$ cat config.mk
export PLATFORM = sky130hd
export DESIGN_NAME = fifo_wr_arbiter
export DESIGN_NICKNAME = d
export VERILOG_FILES = /design/src/rtl/fifo_arb_pkg.sv /design/src/rtl/rr_picker.sv /design/src/rtl/fifo_wr_arbiter.sv
export SDC_FILE = /design/constraint.sdc
export NUM_CORES = 1
export LEC_CHECK = 0
export BUFFER_PORTS_ARGS = -buffer_cell sky130_fd_sc_hd__buf_2
export CAP_MARGIN = 10
export CORE_MARGIN = 2
export CORE_UTILIZATION = 47
export CTS_CLUSTER_SIZE = 14
export DETAILED_ROUTE_END_ITERATION = 10
export PLACE_DENSITY = 0.86
export SKIP_LAST_GASP = 1
export SLEW_MARGIN = 20
export SYNTH_ARGS = -nofsm -noshare
export SYNTH_HDL_FRONTEND = slang
export SYNTH_SLANG_ARGS = --single-unit
$ cat constraint.sdc
create_clock -name clk -period 4.63 [get_ports clk]
set_input_delay 0.463 -clock clk [delete_from_list [all_inputs] [get_ports clk]]
set_output_delay 0.463 -clock clk [all_outputs]
set_load 0.03 [all_outputs]
$ cat src/rtl/fifo_arb_pkg.sv
// Shared types and constants for the FIFO write arbiter.
// Imported by fifo_wr_arbiter and rr_picker.
package fifo_arb_pkg;

  typedef enum logic {
    ARB   = 1'b0,
    BURST = 1'b1
  } arb_state_e;

  localparam int STALL_W = 16;

endpackage

$ cat src/rtl/rr_picker.sv
// Rotate-priority picker: first valid index at or after i_start.
// Returns i_start itself when nothing is valid.
module rr_picker
  import fifo_arb_pkg::*;
#(
  parameter int N  = 4,
  parameter int IW = $clog2(N)
) (
  input  logic [N-1:0]  i_valid,
  input  logic [IW-1:0] i_start,
  output logic [IW-1:0] o_idx,
  output logic          o_any
);

  logic [N-1:0] w_rot;
  logic [IW:0]  w_sum;

  assign w_rot = N'({i_valid, i_valid} >> i_start);

  always_comb begin
    o_idx = i_start;
    o_any = 1'b0;
    w_sum = '0;
    for (int k = 0; k < N; k++) begin
      if (!o_any && w_rot[k]) begin
        o_any = 1'b1;
        w_sum = {1'b0, i_start} + (IW+1)'(k);
        if (w_sum >= (IW+1)'(N))
          w_sum = w_sum - (IW+1)'(N);
        o_idx = w_sum[IW-1:0];
      end
    end
  end

endmodule

$ cat src/rtl/fifo_wr_arbiter.sv
// Round-robin write arbiter in front of a shared FIFO write port.
// Define FIFO_ARB_BURST_EN to hold a grant for up to MAX_BURST beats.
module fifo_wr_arbiter
  import fifo_arb_pkg::*;
#(
  parameter int N_REQ     = 4,
  parameter int WIDTH     = 8,
  parameter int MAX_BURST = 4
) (
  input  logic                       clk,
  input  logic                       rst_n,
  input  logic [N_REQ-1:0]           req_valid,
  input  logic [N_REQ*WIDTH-1:0]     req_data,
  output logic [N_REQ-1:0]           req_ready,
  output logic                       fifo_push,
  output logic [WIDTH-1:0]           fifo_din,
  input  logic                       fifo_full,
  output logic [$clog2(N_REQ)-1:0]   grant_id,
  output logic [STALL_W-1:0]         stall_cnt
);

  localparam int IW = $clog2(N_REQ);

  if (N_REQ < 2 || N_REQ > 16 || MAX_BURST < 1) begin : g_bad_cfg
    $error("fifo_wr_arbiter: parameter out of range");
  end

  logic [IW-1:0]      r_rr_ptr;
  logic [STALL_W-1:0] r_stall;
  logic [IW-1:0]      w_start;
  logic [IW-1:0]      w_pick;
  logic [IW-1:0]      w_sel;
  logic               w_any;
  logic               w_accept;
  logic               w_block;

  assign w_start = (r_rr_ptr == IW'(N_REQ-1)) ?
                   '0 : r_rr_ptr + 1'b1;

  rr_picker #(
    .N (N_REQ)
  ) u_pick (
    .i_valid (req_valid),
    .i_start (w_start),
    .o_idx   (w_pick),
    .o_any   (w_any)
  );

  assign w_accept  = w_any & ~fifo_full & rst_n;
  assign w_block   = w_any & fifo_full;
  assign fifo_push = w_accept;
  assign fifo_din  = req_data[int'(w_sel)*WIDTH +: WIDTH];
  assign grant_id  = w_sel;
  assign stall_cnt = r_stall;

  always_comb begin
    req_ready        = '0;
    req_ready[w_sel] = w_accept;
  end

  always_ff @(posedge clk) begin
    if (!rst_n) begin
      r_rr_ptr <= IW'(N_REQ-1);
      r_stall  <= '0;
    end else begin
      if (w_accept)
        r_rr_ptr <= w_sel;
      if (w_block && r_stall != '1)
        r_stall <= r_stall + 1'b1;
    end
  end

`ifdef FIFO_ARB_BURST_EN
  localparam int BW = $clog2(MAX_BURST+1);

  arb_state_e    r_state;
  arb_state_e    w_state_nx;
  logic [IW-1:0] r_owner;
  logic [IW-1:0] w_owner_nx;
  logic [BW-1:0] r_beats;
  logic [BW-1:0] w_beats_nx;
  logic [BW-1:0] w_beats_inc;
  logic          w_hold;

  assign w_hold      = (r_state == BURST) &&
                       req_valid[r_owner];
  assign w_beats_inc = r_beats + 1'b1;

  always_ff @(posedge clk) begin
    if (!rst_n) begin
      r_state <= ARB;
      r_owner <= '0;
      r_beats <= '0;
    end else begin
      r_state <= w_state_nx;
      r_owner <= w_owner_nx;
      r_beats <= w_beats_nx;
    end
  end

  // An owner that drops valid forfeits the lock that cycle.
  always_comb begin
    w_state_nx = r_state;
    w_owner_nx = r_owner;
    w_beats_nx = r_beats;
    if (w_hold) begin
      if (w_accept) begin
        w_beats_nx = w_beats_inc;
        if (w_beats_inc == BW'(MAX_BURST))
          w_state_nx = ARB;
      end
    end else if (w_accept) begin
      if (MAX_BURST > 1) begin
        w_state_nx = BURST;
        w_owner_nx = w_pick;
        w_beats_nx = BW'(1);
      end else begin
        w_state_nx = ARB;
      end
    end else begin
      w_state_nx = ARB;
    end
  end

  always_comb begin
    w_sel = w_hold ? r_owner : w_pick;
  end
`else
  assign w_sel = w_pick;
`endif

endmodule
==> results.yml, run 1 <==
outcome:
  outcome: "finished, final reports clean"
timing:
  finalHoldViolCount: 0
  period_needed_ns: 3.11
  max_slew_margin_pct: 56.1
  post-route-period-util_pct: 67.2
  rsz0062_at_grt: "false"
  final.setup.tns_ns: 0
  setup-violations-final: 0
  clock-skew-final_ns: 0.00260
  max_freq_mhz: 321
  worstMarginPinSlew_ns: 0.656
  maxSlewViolCount: 0
layout:
  register_area_um2: 360
  fin_nets: 275
  final_cell_mix: "buf_2 (69), nand2_1 (32), nor2_1 (19)"
  fill_cells: 242
  antenna_cells: 0
  multiInputGateArea_um2: 820
  layout-drive-gt1-share_pct: 33.9
  final_common_cell: "buf_2"
  syn_to_final_growth_pct: 30.3
  finalCoreUtilization_pct: 64.7
  stdcell_count: 263
routing:
  viasPerCell: 5.51
  routedWlPerCell_um: 12.4
  route.detailed.drc: 0
  num_vias: 1448
  wl_um: 3250
  ant_nets: 0
  drt_iter0_markers: 97
  firstDrtPassIters: 4
min_path:
  hold_start: "rst_n"
  min_to: "stall_cnt[12]"
  min_path_cells: 3
  hold_class: "input pin to flip-flop"
yosys:
  syn_area_per_cell_um2: 7.43
  syn_inst: 167
  ys_ff_latch: 18
  syn_nets: 208
  synth_cell_types: 40
  ys_warn_count: 0
  synth-seq-area-share_pct: 29.0
  synth_area_um2: 1240
cts:
  clkTransAtPathRegs_ns: 0.11
  cts_hold_buf: 0
  cts_buffer_depth: 2
  cts-root-buf: "clkbuf_4"
  cts.sinks: 18
  cts_tree: "built"
  cts_buffers: 3
  postCtsSetupRepairBufs: 0
  insertion_delay_ns: 0.28
  cts_htree_levels: 1
  cts_resized: 0
critical_path:
  end_kind: "output pin"
  crit_type: "flip-flop to output pin"
  startpoint_type: "flip-flop"
  arrival_ns: 2.65
  reg2reg_to: "r_rr_ptr[0]"
  reg2reg_from: "r_rr_ptr[0]"
  reg2reg_slack_ns: 2.69
  crit_required_ns: 4.17
  r2r_cells: 6
  path_max_fanout: 20
grt:
  antenna_found_initial: 0
  gr-total-overflow: 0
  grt_pass1_vias: 1305
  use_met3_pct: 4.92
  use_met2_pct: 36.9
  grt_first_pass_wirelength_um: 5440
  grt_max_degree: 21
  grt_use_total_pct: 20.5
  globalRouteMet1Util_pct: 24.7
  grt.busiest_layer: "met2"
floorplan:
  dieArea_um2: 3070
  pin_count: 70
  die_h_um: 55.4
  rows: 18
  die_w_um: 55.4
  start_util_pct: 49.6
  coreArea_um2: 2500
place:
  place.gp.congestion: 0.915
  dp_cells: 259
  hpwl_um: 2510
  portBuffers: 69
job:
  cap_violations: 0
power_and_ir_drop:
  p_leak_nw: 0.773
  peakVddDrop_v: 0.000211
  p_per_area_nw_per_um2: 304
  p_total_mw: 0.492
[through the flow]
step	area [um^2]	worst slack, ns	hold slack [ns]
floorplan	1240	1.97	0.482
global placement	1580	1.92	0.482
detailed placement	1580	1.89	0.492
CTS	1620	1.56	0.463
global route	1620	1.21	0.483
finish	1620	1.52	0.463
[flip-flops by register name, indices dropped and copies added, names as in the netlist]
| name | cells |
|---|---|
| r_rr_ptr | 2 |
| stall_cnt | 16 |
[cell type report]
cell class	count	share of cell area (%)
repair buffers	69	21.3
clock buffers	4	2.24
multi-input cells	137	50.7
flip-flops and latches	18	22.3
inverters	5	1.16
well taps	30	2.32
[synth_stat cells]
cell type,n,share of area [%]
nor3b_1,1,0.61
nand3b_1,1,0.61
a32oi_1,9,6.4
clkbuf_1,3,0.91
and3_1,5,2.5
o21ai_0,3,1.2
dfxtp_1,18,29
nor3_1,5,2.0
a211oi_1,3,1.8
a31oi_1,1,0.50
o2bb2ai_1,1,0.71
o21a_1,1,0.61
nor2_1,19,5.7
nor4_1,1,0.50
nand4_1,6,3.0
buf_6,1,0.91
buf_4,2,1.2
a21oi_1,10,4.0
o211ai_1,2,1.2
buf_2,1,0.40
nand2_1,32,9.7
or4_4,1,0.91
and4_1,2,1.4
o211a_1,1,0.81
xor2_1,6,4.2
a2111oi_2,1,1.2
or2_1,1,0.50
nor2b_1,2,1.0
and4_4,1,0.91
o31a_1,1,0.71
or2_2,1,0.50
ha_1,2,2.0
a22oi_1,1,0.61
xnor2_1,7,4.9
a2111oi_0,1,0.71
nand3_1,6,2.4
and2_1,2,1.0
o211ai_2,1,1.0
inv_1,4,1.2
inv_2,1,0.30
[worst max-delay path: stages (launching register included)]
cell       delay (ns)
dfxtp_1          0.35
ha_1             0.36
nor3b_1          0.17
a2111oi_0        0.34
or2_2            0.40
inv_2            0.21
a21oi_1          0.21
a32oi_1          0.10
buf_2            0.23
[worst max path at each step]
| stage | from | to | slack [ns] | cells past startpoint |
|---|---|---|---|---|
| floorplan | r_rr_ptr[0] | req_ready[1] | 1.97 | 7 |
| detailed placement | r_rr_ptr[0] | fifo_din[2] | 1.89 | 8 |
| global route | r_rr_ptr[0] | fifo_din[2] | 1.21 | 8 |
| CTS | r_rr_ptr[0] | fifo_din[2] | 1.56 | 8 |
| finish | r_rr_ptr[0] | fifo_din[2] | 1.52 | 8 |
| global placement | r_rr_ptr[0] | fifo_din[2] | 1.92 | 8 |
[report_power, final]
group,internal [mW],total [mW],switching (mW)
clock network,0.0478,0.0960,0.0482
registers,0.159,0.163,0.00390
logic,0.0739,0.233,0.159
total,0.281,0.492,0.211
[cells by family after synthesis]
logic type | share of synthesized area, %
AOI/OAI and AO/OA | 21.5
buffers and inverters | 4.94
DFF | 29.0
xor gates and xnor gates | 9.17
and+or+nand+nor | 33.4
adders and majority gates | 2.02
[routing by layer]
metal | wire [um] | vias up
li1 | - | 737
met1 | 1360 | 643
met2 | 1580 | 64
met3 | 281 | 4
met4 | 32 | 0
met5 | 0 | -
Note: power is estimated with default switching activity, not from simulation.
==> inputs of run 2 (changes only) <==
--- a/config.mk
+++ b/config.mk
@@ -5,13 +5,14 @@
 export SDC_FILE = /design/constraint.sdc
 export NUM_CORES = 1
 export LEC_CHECK = 0
+export ABC_AREA = 1
 export BUFFER_PORTS_ARGS = -buffer_cell sky130_fd_sc_hd__buf_2
 export CAP_MARGIN = 10
 export CORE_MARGIN = 2
-export CORE_UTILIZATION = 47
+export CORE_UTILIZATION = 48
 export CTS_CLUSTER_SIZE = 14
 export DETAILED_ROUTE_END_ITERATION = 10
-export PLACE_DENSITY = 0.86
+export PLACE_DENSITY = 0.82
 export SKIP_LAST_GASP = 1
 export SLEW_MARGIN = 20
 export SYNTH_ARGS = -nofsm -noshare
==> constraint.sdc (replaced) <==
create_clock -name clk -period 3.1 [get_ports clk]
set_input_delay 0.31 -clock clk [delete_from_list [all_inputs] [get_ports clk]]
set_output_delay 0.31 -clock clk [all_outputs]
set_load 0.03 [all_outputs]
==> run 2 against run 1 <==
  * Synthesized cell count up 73%
  * Critical path depth up 4
  * Sequential share of layout area down 5.0 points
  * Sequential power up 65%
  * Critical path type unchanged
  * Critical endpoint is now req_ready[1]
  * Largest cell class unchanged
  * Largest power group unchanged
==> results.yml, run 2 <==
grt:
  grt_use_total_pct: 22.4
  grt_first_pass_wirelength_um: 7520
  gr-total-overflow: 0
  grt_max_degree: 20
  antenna_found_initial: 0
  grt_pass1_vias: 1784
yosys:
  synth-seq-area-share_pct: 21.6
  synth_cell_types: 26
  synthArstFlopShare_pct: 0
  synth_edf_count: 0
  syn_area_per_cell_um2: 5.78
  ys_warn_count: 0
  syn_inst: 289
  ys_ff_latch: 18
  synthMostInstantiatedCell: "nand2_1"
  synthFlopType: "dfxtp_1"
  synth_top_cell_by_area: "nand2_1"
  synth_top_area_share_pct: 26.5
  synth_area_um2: 1670
  syn_nets: 330
  synth_commonest_cells: "nand2_1 (118), nand3_1 (52), nor2_1 (20)"
  synth_area_leaders: "nand2_1 (27%), dfxtp_1 (22%), nand3_1 (16%)"
power_and_ir_drop:
  p_leak_nw: 1.09
  netSwitchingFraction_pct: 64.0
  peakVddDrop_v: 0.000553
  p_clk_share_pct: 4.5
  cell_internal_pwr_mw: 0.936
  pwr-share-comb_pct: 85.1
  power_frac_seq_pct: 10.3
  p_sw_mw: 1.67
  p_per_area_nw_per_um2: 1240
  p_total_mw: 2.60
routing:
  wl_um: 4560
  route.detailed.drc: 0
  routedWlPerCell_um: 11.3
  firstDrtPassIters: 4
  ant_nets: 0
  num_vias: 2093
  drt_iter0_markers: 71
  viasPerCell: 5.17
timing:
  final.setup.tns_ns: 0
  holdWs_ns: 0.281
  max_freq_mhz: 352
  max_slew_margin_pct: 68.6
  rsz0062_at_grt: "false"
  setup-violations-final: 0
  period_needed_ns: 2.84
  worstMarginPinSlew_ns: 0.471
  finalHoldViolCount: 0
  post-route-period-util_pct: 91.7
  clock-skew-final_ns: 0.00601
  maxSlewViolCount: 0
cts:
  clkTransAtPathRegs_ns: 0.10
  cts_htree_levels: 1
  cts_buffer_depth: 2
  cts_tree: "built"
  cts_hold_buf: 0
  insertion_delay_ns: 0.30
  cts_buffers: 3
  cts.sinks: 18
  cts-root-buf: "clkbuf_4"
critical_path:
  reg2reg_slack_ns: 0.70
  path_max_fanout: 12
  critPathBufInv: 3
  cpMaxStageDelayCell: "ha_2"
  crit_required_ns: 2.79
  arrival_ns: 2.53
  max_stage_delay_ns: 0.40
  cp_top_family: "simple AND/OR/NAND/NOR gates"
  startpoint_type: "flip-flop"
  crit_type: "flip-flop to output pin"
  end_kind: "output pin"
  crit_top_cell: "nand2_1"
  crit_path_cell_trace: "ha_2, inv_1, nand3_1, nand2_1, nor2_2, nand3_4, nand2_1, nand2_1, nand2_4, inv_4, nor2_1, buf_2"
floorplan:
  die_w_um: 63.0
  die_h_um: 63.0
  dieArea_um2: 3970
  start_util_pct: 50.0
  pin_count: 70
  coreArea_um2: 3340
  rows: 21
layout:
  layout-drive-gt1-share_pct: 27.0
  syn_to_final_growth_pct: 25.7
  stdcell_count: 405
  multiInputGateArea_um2: 1170
  fin_nets: 402
  final_cell_mix: "nand2_1 (118), buf_2 (69), nand3_1 (52)"
  final_common_cell: "nand2_1"
  register_area_um2: 362
  antenna_cells: 0
  fill_cells: 341
  largest_reg_flops: 16
place:
  hpwl_um: 3310
  dp_cells: 395
  place.gp.congestion: 0.904
  portBuffers: 69
outcome:
  outcome: "finished, final reports clean"
job:
  cap_violations: 0
min_path:
  hold_class: "input pin to flip-flop"
==> run 2: changes by cell type after synthesis, moves of 5 or more <==
cell,previous run,this run
a32oi_1,9,0
and3_1,5,0
inv_1,4,18
nand2_1,32,118
nand3_1,6,52
nand4_1,6,1
==> run 2: area by class of cell <==
cell class / instances / share of cell area [%]
Clock buffer: 3 / 1.07
Inverter: 20 / 3.70
Multi-Input combinational cell: 241 / 55.9
Sequential cell: 18 / 17.2
Tap cell: 46 / 2.74
Timing Repair Buffer: 77 / 19.3
==> run 2: worst min-delay path, stage by stage <==
cell and delay, ns:
buf_2 0.13, nand2_1 0.07, nor2_1 0.04
==> run 2: worst paths after layout <==
check | startpoint | depth (start not counted) | end
setup / recovery | r_rr_ptr[0] | 12 | req_ready[1]
hold / removal | rst_n | 3 | stall_cnt[6]
setup reg to reg | r_rr_ptr[0] | 10 | stall_cnt[2]
hold reg to reg | stall_cnt[15] | 2 | stall_cnt[15]
==> run 2: through the flow <==
step / utilization (%) / area, um^2 / worst slack [ns]
3_5_place_dp: 60.3 / 2010 / 0.348
5_1_grt: 62.9 / 2100 / 0.0809
4_1_cts: 61.0 / 2030 / 0.00357
2_1_floorplan: - / 1670 / 0.395
6_report: 62.9 / 2100 / 0.258
3_3_place_gp: 60.3 / 2010 / 0.443
==> run 2: power by group through the flow <==
stage                     combinational, mW  sequential (mW)  clock [mW]
after global placement                 2.07            0.272           0
final                                  2.22            0.269       0.118
after detailed placement               2.09            0.272           0
after global routing                   2.42            0.272       0.129
after CTS                              2.10            0.267       0.122
after floorplan                        1.75            0.280           0
==> run 2: kinds of logic (layout without fill, tap and decap cells) <==
logic type               count (synthesis)  count (layout)  share of synthesized area, %
flip-flops                              18              18                          21.6
AND/OR/NAND/NOR                        210             210                          57.1
AO/OA/AOI/OAI                           18              18                          5.47
buffers and inverters                   30             100                          8.55
adder cells (fa/ha/maj)                  2               2                          1.50
XOR/XNOR                                11              11                          5.77
==> run 2: what timing repair did <==
action,CTS,global route
gates resized for setup,0,4
setup buffers,0,7
setup endpoints to repair,0,13
==> run 2: per-layer routing <==
layer	track usage, %	wire length (um)
met4	4.72	55
met2	42.6	2240
met5	0	0
met3	2.52	328
met1	26.6	1930
